`src/rtl/instruction_fetch_unit_if.sv`:
```
// instruction_fetch_unit_if: fetch-to-decode valid/ready beat carrying {pc,instr}
interface instruction_fetch_unit_if;
  logic        out_valid;
  logic        out_ready;
  logic [31:0] out_instr;
  logic [31:0] out_pc;
  modport master (output out_valid, out_instr, out_pc, input out_ready);
  modport slave  (input out_valid, out_instr, out_pc, output out_ready);
endinterface

```
`src/rtl/instruction_fetch_unit.sv`:
```
// instruction_fetch_unit: ROM-reading fetch PC with 2-entry prefetch FIFO, redirect flush and halt sentinel
module instruction_fetch_unit #(
  parameter int          ADDR_W    = 6,
  parameter logic [31:0] RESET_PC  = 32'h0000_0000,
  parameter bit          HALT_EN   = 1'b1,
  parameter logic [31:0] HALT_WORD = 32'h0000_0000
) (
  input  logic                      clk,
  input  logic                      rst,
  output logic [ADDR_W-1:0]         addra,
  input  logic [31:0]               douta,
  input  logic                      redirect_valid,
  input  logic [31:0]               redirect_pc,
  instruction_fetch_unit_if.master  dec,
  output logic                      halted
);
  typedef enum logic {RUN, HALTED} state_t;
  state_t      r_state, w_next;
  logic [31:0] r_pc;
  logic [1:0]  r_cnt;
  logic        r_rd, r_wr;
  logic [31:0] r_pc_q  [2];
  logic [31:0] r_ins_q [2];
  logic        w_pop, w_space, w_run, w_halt_hit, w_push;
  // A full FIFO still accepts a fetch when the head is leaving this cycle
  always_comb begin
    w_pop      = dec.out_valid & dec.out_ready;
    w_space    = (r_cnt < 2'd2) | w_pop;
    w_run      = (r_state == RUN) & ~redirect_valid & w_space;
    w_halt_hit = HALT_EN & (douta == HALT_WORD) & w_run;
    w_push     = w_run & ~w_halt_hit;
    w_next     = redirect_valid ? RUN : w_halt_hit ? HALTED : r_state;
  end
  always_ff @(posedge clk)
    if (rst) r_state <= RUN;
    else     r_state <= w_next;
  always_ff @(posedge clk) begin
    if (rst) begin
      r_pc    <= RESET_PC;
      r_cnt   <= 2'd0;
      r_rd    <= 1'b0;
      r_wr    <= 1'b0;
      r_pc_q  <= '{default: '0};
      r_ins_q <= '{default: '0};
    end else if (redirect_valid) begin
      r_pc  <= {redirect_pc[31:2], 2'b00};
      r_cnt <= 2'd0;
      r_rd  <= 1'b0;
      r_wr  <= 1'b0;
    end else begin
      if (w_push) begin
        r_pc_q[r_wr]  <= r_pc;
        r_ins_q[r_wr] <= douta;
        r_pc          <= r_pc + 32'd4;
        r_wr          <= ~r_wr;
      end
      if (w_pop) r_rd <= ~r_rd;
      r_cnt <= r_cnt + {1'b0, w_push} - {1'b0, w_pop};
    end
  end
  assign addra         = r_pc[ADDR_W+1:2];
  assign dec.out_valid = (r_cnt != 2'd0);
  assign dec.out_instr = r_ins_q[r_rd];
  assign dec.out_pc    = r_pc_q[r_rd];
  assign halted        = (r_state == HALTED);
endmodule

```
`src/flat_wrapper.sv`:
```
// flat-port wrapper written by rule: the top's interface ports become plain ports
module instruction_fetch_unit_flat 
#(
  parameter int          ADDR_W    = 6,
  parameter logic [31:0] RESET_PC  = 32'h0000_0000,
  parameter bit          HALT_EN   = 1'b1,
  parameter logic [31:0] HALT_WORD = 32'h0000_0000
)
  (clk, rst, addra, douta, redirect_valid, redirect_pc, halted, dec_out_valid, dec_out_instr, dec_out_pc, dec_out_ready);
  instruction_fetch_unit_if dec_i ();
  input  logic clk;
  input  logic rst;
  output logic [ADDR_W-1:0] addra;
  input  logic [31:0] douta;
  input  logic redirect_valid;
  input  logic [31:0] redirect_pc;
  output logic halted;
  output wire logic [$bits(dec_i.out_valid)-1:0] dec_out_valid;
  output wire logic [$bits(dec_i.out_instr)-1:0] dec_out_instr;
  output wire logic [$bits(dec_i.out_pc)-1:0] dec_out_pc;
  input wire logic [$bits(dec_i.out_ready)-1:0] dec_out_ready;
  assign dec_out_valid = dec_i.out_valid;
  assign dec_out_instr = dec_i.out_instr;
  assign dec_out_pc = dec_i.out_pc;
  assign dec_i.out_ready = dec_out_ready;
  instruction_fetch_unit #(.ADDR_W(ADDR_W), .RESET_PC(RESET_PC), .HALT_EN(HALT_EN), .HALT_WORD(HALT_WORD)) u_core (.clk(clk), .rst(rst), .addra(addra), .douta(douta), .redirect_valid(redirect_valid), .redirect_pc(redirect_pc), .dec(dec_i), .halted(halted));
endmodule
```
`config.mk`:
```
export PLATFORM = sky130hd
export DESIGN_NAME = instruction_fetch_unit_flat
export DESIGN_NICKNAME = d
export VERILOG_FILES = /design/src/rtl/instruction_fetch_unit_if.sv /design/src/rtl/instruction_fetch_unit.sv /design/src/flat_wrapper.sv
export SDC_FILE = /design/constraint.sdc
export NUM_CORES = 1
export LEC_CHECK = 0
export ABC_AREA = 1
export CAP_MARGIN = 5
export CORE_ASPECT_RATIO = 0.7
export CORE_MARGIN = 2
export CORE_UTILIZATION = 55
export CTS_BUF_LIST = sky130_fd_sc_hd__clkbuf_4
export DETAILED_ROUTE_END_ITERATION = 8
export GPL_TIMING_DRIVEN = 1
export PLACE_DENSITY_LB_ADDON = 0.15
export SLEW_MARGIN = 25
export SYNTH_ARGS = -nofsm -noshare
export SYNTH_HDL_FRONTEND = slang
export SYNTH_SLANG_ARGS = --single-unit
```
`constraint.sdc`:
```
create_clock -name clk -period 2.6 [get_ports clk]
set_clock_uncertainty 0.2 [all_clocks]
set_input_delay 0.52 -clock clk [delete_from_list [all_inputs] [get_ports clk]]
set_output_delay 0.52 -clock clk [all_outputs]
set_load 0.02 [all_outputs]
```
After elaboration in Yosys (flattened, before gate mapping):

Cells that the tools add are included.
W data, S select, Z words.

* bitwise logic cells: 13
* add/sub/neg operators: 3
* magnitude comparators: 4
* reductions and logical operators: 6
* multiplexer cells: 12

Operators by type and width (number)
* $mux W32: 9
* $bwmux W64: 2
* $add A32 B3 Y32 const B: 1
* $demux W32 S1: 1
* $logic_not A32 Y1: 1
* $and A1 B1 Y1: 5
* $not A1 Y1: 5
* $ge A2 B2 Y1 const B: 2
* $not A1 Y2: 2
* $reduce_bool A2 Y1: 2
* $add A2 B1 Y2: 1
* $lt A2 B1 Y1 const B: 1
* $lt A2 B2 Y1 const B: 1
* $reduce_and A2 Y1: 1
* $reduce_or A2 Y1: 1
* $sub A2 B1 Y2: 1
* $logic_and A1 B1 Y1: 1
* $or A1 B1 Y1: 1

* output and inout bits: 72
* bits of input ports: 68
* bits in registers: 165
* logic and storage cells: 48

Logic depth before layout (Yosys ltp):

Gate-level depths: netlist (run 1).

* word-level depth: 9
* mapped depth: 12
* depth with buffers taken out: 12

Worst setup path before layout (run 1):

No wires, ideal clock.

* path type: in2reg
* start: input douta[16]
* end: register u_core.r_cnt[1]
* stages on the path: 10
* data required time: 2.330 ns
* setup slack: 0.474 ns
* setup time: 0.070 ns
* arrival: 1.856 ns
* buffers on the path: 1
* cells stage by stage: nor2_1 > nand2_1 > nor2_2 > nand2_2 > nor2_4 > nor2_8 > buf_2 > ha_1 > or2_2 > a21oi_1

* cells in the longest elaborated chain, start to end: 6

RTL lines
* start, declared: line flat_wrapper.sv:14 `input logic [31:0] douta;`
* $logic_not A32 Y1: line instruction_fetch_unit.sv:30 `w_halt_hit = HALT_EN & (douta == HALT_WORD) & w_run;`
* $and A1 B1 Y1: line instruction_fetch_unit.sv:30
* $not A1 Y1: line instruction_fetch_unit.sv:31 `w_push = w_run & ~w_halt_hit;`
* $and A1 B1 Y1: line instruction_fetch_unit.sv:31
* via u_core.w_push: line instruction_fetch_unit.sv:24 `logic w_pop, w_space, w_run, w_halt_hit, w_push;`
* $add A2 B1 Y2: line instruction_fetch_unit.sv:58 `r_cnt <= r_cnt + {1'b0, w_push} - {1'b0, w_pop};`
* $sub A2 B1 Y2: line instruction_fetch_unit.sv:58
* end signal, assigned: line instruction_fetch_unit.sv:58
* end, declared: line instruction_fetch_unit.sv:20 `logic [1:0] r_cnt;`

The timed path passes the listed nets, and every way through them passes these cells.
A chain may end at the register's enable or synchronous reset.

Worst setup path in the final report (run 1):

* start: register u_core.r_rd
* end: output dec_out_pc[25]

* cells in the longest elaborated chain, start to end: 4

RTL lines
* start, declared: line instruction_fetch_unit.sv:21 `logic r_rd, r_wr;`
* start signal, assigned: line instruction_fetch_unit.sv:57 `if (w_pop) r_rd <= ~r_rd;`
* $not A1 Y2 (implied by the code): line instruction_fetch_unit.sv:64 `assign dec.out_pc = r_pc_q[r_rd];`
* $mux W32 (implied by the code) (3 in series): line instruction_fetch_unit.sv:64
* end, declared: line flat_wrapper.sv:20 `output wire logic [$bits(dec_i.out_pc)-1:0] dec_out_pc;`

No other way between the ends. The select of a mux whose other input is x is not followed.

==> impl_metrics.py, run 1 <==
metrics = {
    "outcome": {
        "status": "finished, final reports clean",
    },
    "clock_tree": {
        "clk_path_buf_depth": 2,
        "clk_pin_slew_ns": 0.14,
        "ctsHtreeMaxLevel": 4,
        "tritoncts": "built",
        "clock_latency_ns": 0.56,
        "cts_root_buffer": "clkbuf_4",
        "cts_sinks": 159,
        "cts_buffers": 17,
    },
    "timing": {
        "slew_headroom_pct": 55.9,
        "fin_ws_ns": 0.0333,
        "grt_setup_unrepaired": "yes",
        "slew_violations": 0,
        "tightest_slew_ns": 0.662,
        "fmax_mhz": 390,
        "setup_violations": 0,
        "min_period_ns": 2.57,
        "hold_viol": 0,
        "post-route-period-util_pct": 98.7,
    },
    "setup_path": {
        "rrSetupSlack_ns": 0.35,
        "path_delay_family": "buffers and inverters",
        "startpoint": "u_core.r_rd",
        "path_class": "flop to primary output",
        "slowest_delay_ns": 0.40,
        "worstPathArrival_ns": 1.85,
        "critical_path_depth": 3,
        "startpoint_type": "flop",
        "required_ns": 1.88,
        "worstReg2RegEnd": "u_core.r_pc[26]",
        "reg2reg_from": "u_core.r_pc[3]",
        "crit_path_end_kind": "primary output",
        "crit_slowest_cell": "dfxtp_4",
        "path_buf_inv": 2,
        "path_max_fanout": 44,
        "path_cells": "buf_12 > o21ai_0 > dlygate4sd2_1",
        "r2r_cells": 12,
    },
    "placed_design": {
        "io_buffer_count": 135,
        "place_area_um2": 9540,
        "hpwl_um": 15200,
        "place_congestion": 0.985,
        "pre_cts_slack_ns": -0.103,
    },
    "layout": {
        "antennaDiodeCount": 0,
        "drive_gt1_share_pct": 8.46,
        "multiInputGateArea_um2": 3990,
        "seq_area_um2": 3190,
        "fill_cells": 1352,
        "fin_area_um2": 9680,
        "fin_util_pct": 68.6,
        "area_growth_pct": 20.7,
        "nNetsFinal": 1407,
    },
    "yosys": {
        "ys_ff_latch": 159,
        "syn_area_per_cell_um2": 6.54,
        "post_synth_num_cell_types": 31,
        "syn_area_um2": 8020,
        "synthArstFlopShare_pct": 0,
        "synthAdderAreaFrac_pct": 0.468,
        "synthFlopType": "dfxtp_1",
        "synth_top_family_by_area": "simple AND/OR/NAND/NOR gates",
        "synth_warnings": 0,
        "muxShareOfSynthArea_pct": 0,
        "synthXorXnorAreaFrac_pct": 0.874,
        "synthCells": 1226,
        "synthSimpleGateAreaFrac_pct": 33.9,
        "yosysSeqAreaShare_pct": 39.7,
        "synth_compound_area_share_pct": 14.5,
        "synth_enable_flop_cells": 0,
    },
    "routing": {
        "drt_wl_total_um": 22200,
        "drt_iter0_drc": 624,
        "post_drt_via_cell_ratio": 5.27,
        "firstDrtPassIters": 5,
        "wl_per_cell_um": 14.4,
        "antenna_left": 0,
        "drc": 0,
        "vias": 8105,
    },
    "grt": {
        "grt_pass1_wl_um": 36300,
        "grtUsageTotal_pct": 29.1,
        "antenna_found_initial": 0,
        "grt_max_degree": 145,
        "grt_overflow": 0,
        "grt_pass1_vias": 7307,
    },
    "floorplanning": {
        "die_x_um": 148,
        "io_pins": 140,
        "fp.coreArea_um2": 14100,
        "die_y_um": 105,
        "die_area_um2": 15600,
        "fp-row-count": 36,
        "start_util_pct": 56.9,
    },
    "power": {
        "ir_worst_vdd_mv": 0.299,
        "total_power_uw": 4860,
        "p_leak_uw": 0.00374,
        "p_per_area_nw_per_um2": 502,
    },
    "flow_run": {
        "drv_cap": 0,
    },
    "min_path": {
        "hold_class": "flop to flop",
        "hold_depth": 2,
        "min_from": "u_core.r_pc_q[42]",
        "whs_endpoint": "u_core.r_pc_q[42]",
    },
}
==> cells in the mapped netlist, types with 2 or more instances <==
| cell type | number | area [µm²] |
|---|---|---|
| o21bai_1 | 5 | 37.5 |
| buf_2 | 17 | 85.1 |
| inv_1 | 93 | 349 |
| xnor2_1 | 2 | 17.5 |
| nand2_4 | 3 | 33.8 |
| nor2_4 | 2 | 22.5 |
| nand4_1 | 2 | 12.5 |
| nor2_2 | 10 | 62.6 |
| buf_4 | 13 | 97.6 |
| or2_2 | 2 | 12.5 |
| ha_1 | 3 | 37.5 |
| nand2_2 | 2 | 12.5 |
| nand3b_1 | 10 | 75.1 |
| nand3_1 | 110 | 551 |
| clkbuf_1 | 40 | 150 |
| buf_1 | 3 | 11.3 |
| xor2_1 | 6 | 52.6 |
| buf_6 | 12 | 135 |
| o21ai_0 | 72 | 360 |
| a21oi_1 | 145 | 726 |
| nor2_1 | 69 | 259 |
| nand2_1 | 436 | 1640 |
| dfxtp_1 | 159 | 3180 |
| inv_2 | 3 | 11.3 |
==> kinds of logic after synthesis <==
logic type | count (synthesis)
compound gates | 224
xor+xnor | 8
fa+ha+maj | 3
buf+inv | 182
flops | 159
other cells | 1
simple gates | 649
==> metal layers <==
| layer | GRT usage (%) | vias to the layer above | part of all wire, % | routed length (µm) |
|---|---|---|---|---|
| li1 | - | 4106 | - | - |
| met1 | 44.4 | 3649 | 49 | 10900 |
| met2 | 42.4 | 328 | 42 | 9230 |
| met3 | 5.41 | 22 | 8.4 | 1850 |
| met4 | 6.12 | 0 | 0.91 | 201 |
| met5 | 0 | - | 0 | 0 |
==> placed cells by master, fill, tap and decap left out, drive strengths merged <==
cell type	Yosys	layout
dlygate4sd2	0	44
nor2	82	82
nand3	110	110
xnor2	2	2
inv	97	103
clkbuf	40	31
clkinvlp	0	3
nor3	1	1
ha	3	3
nand4	2	2
clkdlybuf4s15	0	4
clkdlybuf4s50	0	72
o21ai	73	73
xor2	6	6
bufinv	0	1
nand3b	10	10
dfxtp	159	159
o211ai	1	1
buf	45	41
and2	1	1
conb	1	2
clkinv	0	4
o21bai	5	5
nand2	441	441
a21oi	145	145
or2	2	2
==> power by group <==
group	internal [µW]	total, µW	leakage (µW)	switching, µW
sequential	2530	2640	0.00130	107
combinational	335	797	0.00231	462
clock	482	1420	0.000133	938
total	3350	4860	0.00374	1510
==> sequential cells by signal, indices dropped and copies added (netlist names) <==
register and count:
u_core.halted 1, u_core.r_pc 30, u_core.r_ins_q 64, u_core.r_rd 1, u_core.r_wr 1, u_core.r_cnt 2, u_core.r_pc_q 60
==> how the worst max path moves through the flow <==
stage,to,slack (ns)
6_report,dec_out_pc[25],0.03
5_1_grt,dec_out_instr[10],-0.03
4_1_cts,dec_out_pc[29],0.02
3_5_place_dp,u_core.r_ins_q[58],-0.10
3_3_place_gp,u_core.r_ins_q[56],-0.04
2_1_floorplan,u_core.r_cnt[1],0.47
==> final cells by class <==
type / count / share of cell area [%]
timing repair buffer: 175 / 16.9
multi-input combinational: 886 / 41.2
inverter: 97 / 3.79
clock inverter: 14 / 1.33
tap: 190 / 2.46
clock buffer: 17 / 1.32
sequential: 159 / 33.0
==> stage by stage <==
| step | hold WS [ns] | setup TNS [ns] | cells |
|---|---|---|---|
| 2_1_floorplan | 0.239 | 0 | 1227 |
| 3_3_place_gp | 0.247 | -0.560 | 1506 |
| 3_5_place_dp | 0.251 | -2.39 | 1506 |
| 4_1_cts | 0.234 | 0 | 1538 |
| 5_1_grt | 0.254 | -0.0632 | 1538 |
| 6_report | 0.268 | 0 | 1538 |
==> worst register-to-register path: stages (launching register included) <==
cell	delay [ns]
dfxtp_1	0.49
ha_1	0.31
inv_1	0.10
nor2_2	0.22
nand2_2	0.14
nor2_2	0.25
nand2_1	0.08
nand2_1	0.06
nand2_1	0.06
nand2_1	0.06
nand2_1	0.05
nor2_1	0.09
nor2_1	0.04
==> what timing repair did <==
item / 4_1_cts / 5_1_grt
pin swaps: 0 / 0
resized for setup: 63 / 48
setup endpoints to repair: 61 / 22
hold buffers: 0 / 0
buffers inserted: 1 / 0
(Power assumes the default switching activity.)
==> run 2: changes to the inputs <==
--- a/config.mk
+++ b/config.mk
@@ -6,7 +6,7 @@
 export NUM_CORES = 1
 export LEC_CHECK = 0
 export ABC_AREA = 1
-export CAP_MARGIN = 5
+export CAP_MARGIN = 20
 export CORE_ASPECT_RATIO = 0.7
 export CORE_MARGIN = 2
 export CORE_UTILIZATION = 55
==> results of run 2 <==
Final layout, timing and power as in run 1 (identical DEF).
==> run 3: changes to the inputs <==
--- a/config.mk
+++ b/config.mk
@@ -5,11 +5,10 @@
 export SDC_FILE = /design/constraint.sdc
 export NUM_CORES = 1
 export LEC_CHECK = 0
-export ABC_AREA = 1
 export CAP_MARGIN = 20
 export CORE_ASPECT_RATIO = 0.7
 export CORE_MARGIN = 2
-export CORE_UTILIZATION = 55
+export CORE_UTILIZATION = 54
 export CTS_BUF_LIST = sky130_fd_sc_hd__clkbuf_4
 export DETAILED_ROUTE_END_ITERATION = 8
 export GPL_TIMING_DRIVEN = 1
==> impl_metrics.py, run 3 <==
metrics = {
    "yosys": {
        "yosysTopAreaCellShare_pct": 44.7,
        "synthArstFlopShare_pct": 0,
        "syn_area_per_cell_um2": 8.11,
        "synthAdderAreaFrac_pct": 0.527,
        "synth_enable_flop_cells": 0,
        "synthXorXnorAreaFrac_pct": 1.60,
        "yosysMostFrequentCell": "nand2_1",
        "yosysSeqAreaShare_pct": 44.7,
        "synth_compound_area_share_pct": 16.7,
        "muxShareOfSynthArea_pct": 9.94,
        "synthTopCellsByCount": "nand2_1, dfxtp_1, a21oi_1, mux2_2, clkbuf_1",
        "synthCells": 879,
        "synth_top_family_by_area": "simple AND/OR/NAND/NOR gates",
        "synth_area_leaders": "dfxtp_1, nand2_1, mux2_2",
        "synthSimpleGateAreaFrac_pct": 21.1,
        "post_synth_num_cell_types": 56,
        "yosys.area.top_type": "dfxtp_1",
        "synthFlopType": "dfxtp_1",
        "syn_area_um2": 7130,
        "synth_warnings": 0,
        "ys_ff_latch": 159,
    },
    "clock_tree": {
        "cts_root_buffer": "clkbuf_4",
        "cts_sinks": 159,
        "clock_latency_ns": 0.56,
        "cts_buffers": 17,
        "clk_pin_slew_ns": 0.14,
        "ctsHtreeMaxLevel": 4,
        "tritoncts": "built",
        "clk_path_buf_depth": 2,
    },
    "floorplanning": {
        "fp.coreArea_um2": 13000,
        "io_pins": 140,
        "die_area_um2": 14100,
        "die_x_um": 141,
        "start_util_pct": 54.8,
        "fp-row-count": 35,
        "die_y_um": 100,
    },
    "outcome": {
        "status": "finished, final reports clean",
    },
    "routing": {
        "drt_wl_total_um": 19100,
        "drt_iter0_drc": 535,
        "firstDrtPassIters": 5,
        "post_drt_via_cell_ratio": 5.52,
        "wl_per_cell_um": 15.7,
        "drc": 0,
        "antenna_left": 0,
        "vias": 6704,
    },
    "setup_path": {
        "path_max_fanout": 17,
        "path_class": "flop to primary output",
        "required_ns": 1.88,
        "worstPathArrival_ns": 1.85,
        "crit_path_end_kind": "primary output",
        "startpoint_type": "flop",
    },
    "layout": {
        "antennaDiodeCount": 0,
        "nNetsFinal": 1106,
        "drive_gt1_share_pct": 23.2,
        "regMostFlops": "u_core.r_ins_q",
        "largest_reg_flops": 64,
        "seq_area_um2": 3190,
        "fill_cells": 1060,
        "finalNonFillerCells": 1214,
        "layout_commonest_cell": "nand2_1",
        "final_cell_mix": "nand2_1, dfxtp_1, a21oi_1, clkdlybuf4s50_1, mux2_2",
        "multiInputGateArea_um2": 3590,
        "area_growth_pct": 30.5,
        "top_regs": "u_core.r_ins_q: 64 flops, u_core.r_pc_q: 60 flops, u_core.r_pc: 30 flops",
    },
    "timing": {
        "tightest_slew_ns": 0.797,
        "finalSetupTns_ns": 0,
        "post-route-period-util_pct": 99.0,
        "slew_violations": 0,
        "min_period_ns": 2.57,
        "hold_viol": 0,
        "fmax_mhz": 389,
        "slew_headroom_pct": 46.9,
        "fin_ws_ns": 0.0265,
        "grt_setup_unrepaired": "yes",
        "setup_violations": 0,
    },
    "grt": {
        "grt_pass1_wl_um": 30800,
        "grtUsageTotal_pct": 27.2,
        "grt_pass1_vias": 6206,
        "grt_overflow": 0,
        "grt_max_degree": 71,
        "antenna_found_initial": 0,
    },
    "placed_design": {
        "pre_cts_slack_ns": -0.342,
        "dpl.cell_count": 1179,
        "hpwl_um": 12500,
        "io_buffer_count": 135,
        "place_congestion": 0.822,
    },
    "power": {
        "p_per_area_nw_per_um2": 538,
        "ir_worst_vdd_mv": 0.558,
        "p_leak_uw": 0.00355,
    },
    "flow_run": {
        "drv_cap": 0,
    },
    "min_path": {
        "hold_class": "flop to flop",
    },
}
-- run 3: through the flow --
| stage | hold slack [ns] | utilization (%) | power [µW] | cell area, µm² |
|---|---|---|---|---|
| floorplan | 0.233 | - | 3100 | 7130 |
| global placement | 0.239 | 69.9 | 3500 | 9090 |
| detailed placement | 0.243 | 69.9 | 3510 | 9090 |
| CTS | 0.262 | 73.1 | 5030 | 9500 |
| global route | 0.279 | 71.5 | 5210 | 9300 |
| finish | 0.260 | 71.5 | 5000 | 9300 |
-- run 3: cell type report --
cell class | instances | share of cell area [%]
Tap cell | 166 | 2.23
Clock inverter | 13 | 1.64
Inverter | 19 | 0.767
Sequential cell | 159 | 34.3
Timing Repair Buffer | 208 | 21.0
Multi-Input combinational cell | 630 | 38.6
Clock buffer | 19 | 1.53
-- run 3: path summary, 6_finish.rpt --
check | cells past startpoint | endpoint | start | slack [ns]
setup / recovery | 4 | dec_out_pc[4] | u_core.r_rd | 0.03
hold / removal | 2 | u_core.r_ins_q[39] | u_core.r_ins_q[39] | 0.26
setup reg to reg | 6 | u_core.r_pc[23] | u_core.r_pc[7] | 0.32
hold reg to reg | 2 | u_core.r_ins_q[39] | u_core.r_ins_q[39] | 0.26
-- run 3: worst max-delay path, cell delays in order, from the launching register on --
cell and delay (ns):
dfxtp_4 0.39, buf_12 0.12, buf_12 0.16, mux2_2 0.35, clkdlybuf4s15_2 0.25
-- run 3: cell families after synthesis --
| kind of cell | after synthesis |
|---|---|
| xor+xnor | 13 |
| mux | 63 |
| simple gates | 350 |
| fa+ha+maj | 3 |
| buf+inv | 91 |
| flops | 159 |
| other cells | 1 |
| compound gates | 199 |
-- run 3: power breakdown --
part	switching (µW)	internal, µW
combinational	421	387
clock	953	613
sequential	86.2	2540
total	1460	3540
-- run 3: repair_timing --
item / 4_1_cts / 5_1_grt
setup endpoints to repair: 62 / 56
cloned: 2 / 0
buffers inserted: 1 / 0
gates resized for setup: 194 / 35
hold buffers: 0 / 0
-- run 3: routing by layer --
layer  share of wire (%)  wire, µm  GRT usage, %  up-vias
met5                   0         0             0        -
met4                 1.1       208          6.77        0
met3                 6.7      1280          5.87       20
met2                  44      8480          41.5      221
met1                  48      9130          39.6     3144
li1                    -         -             -     3319
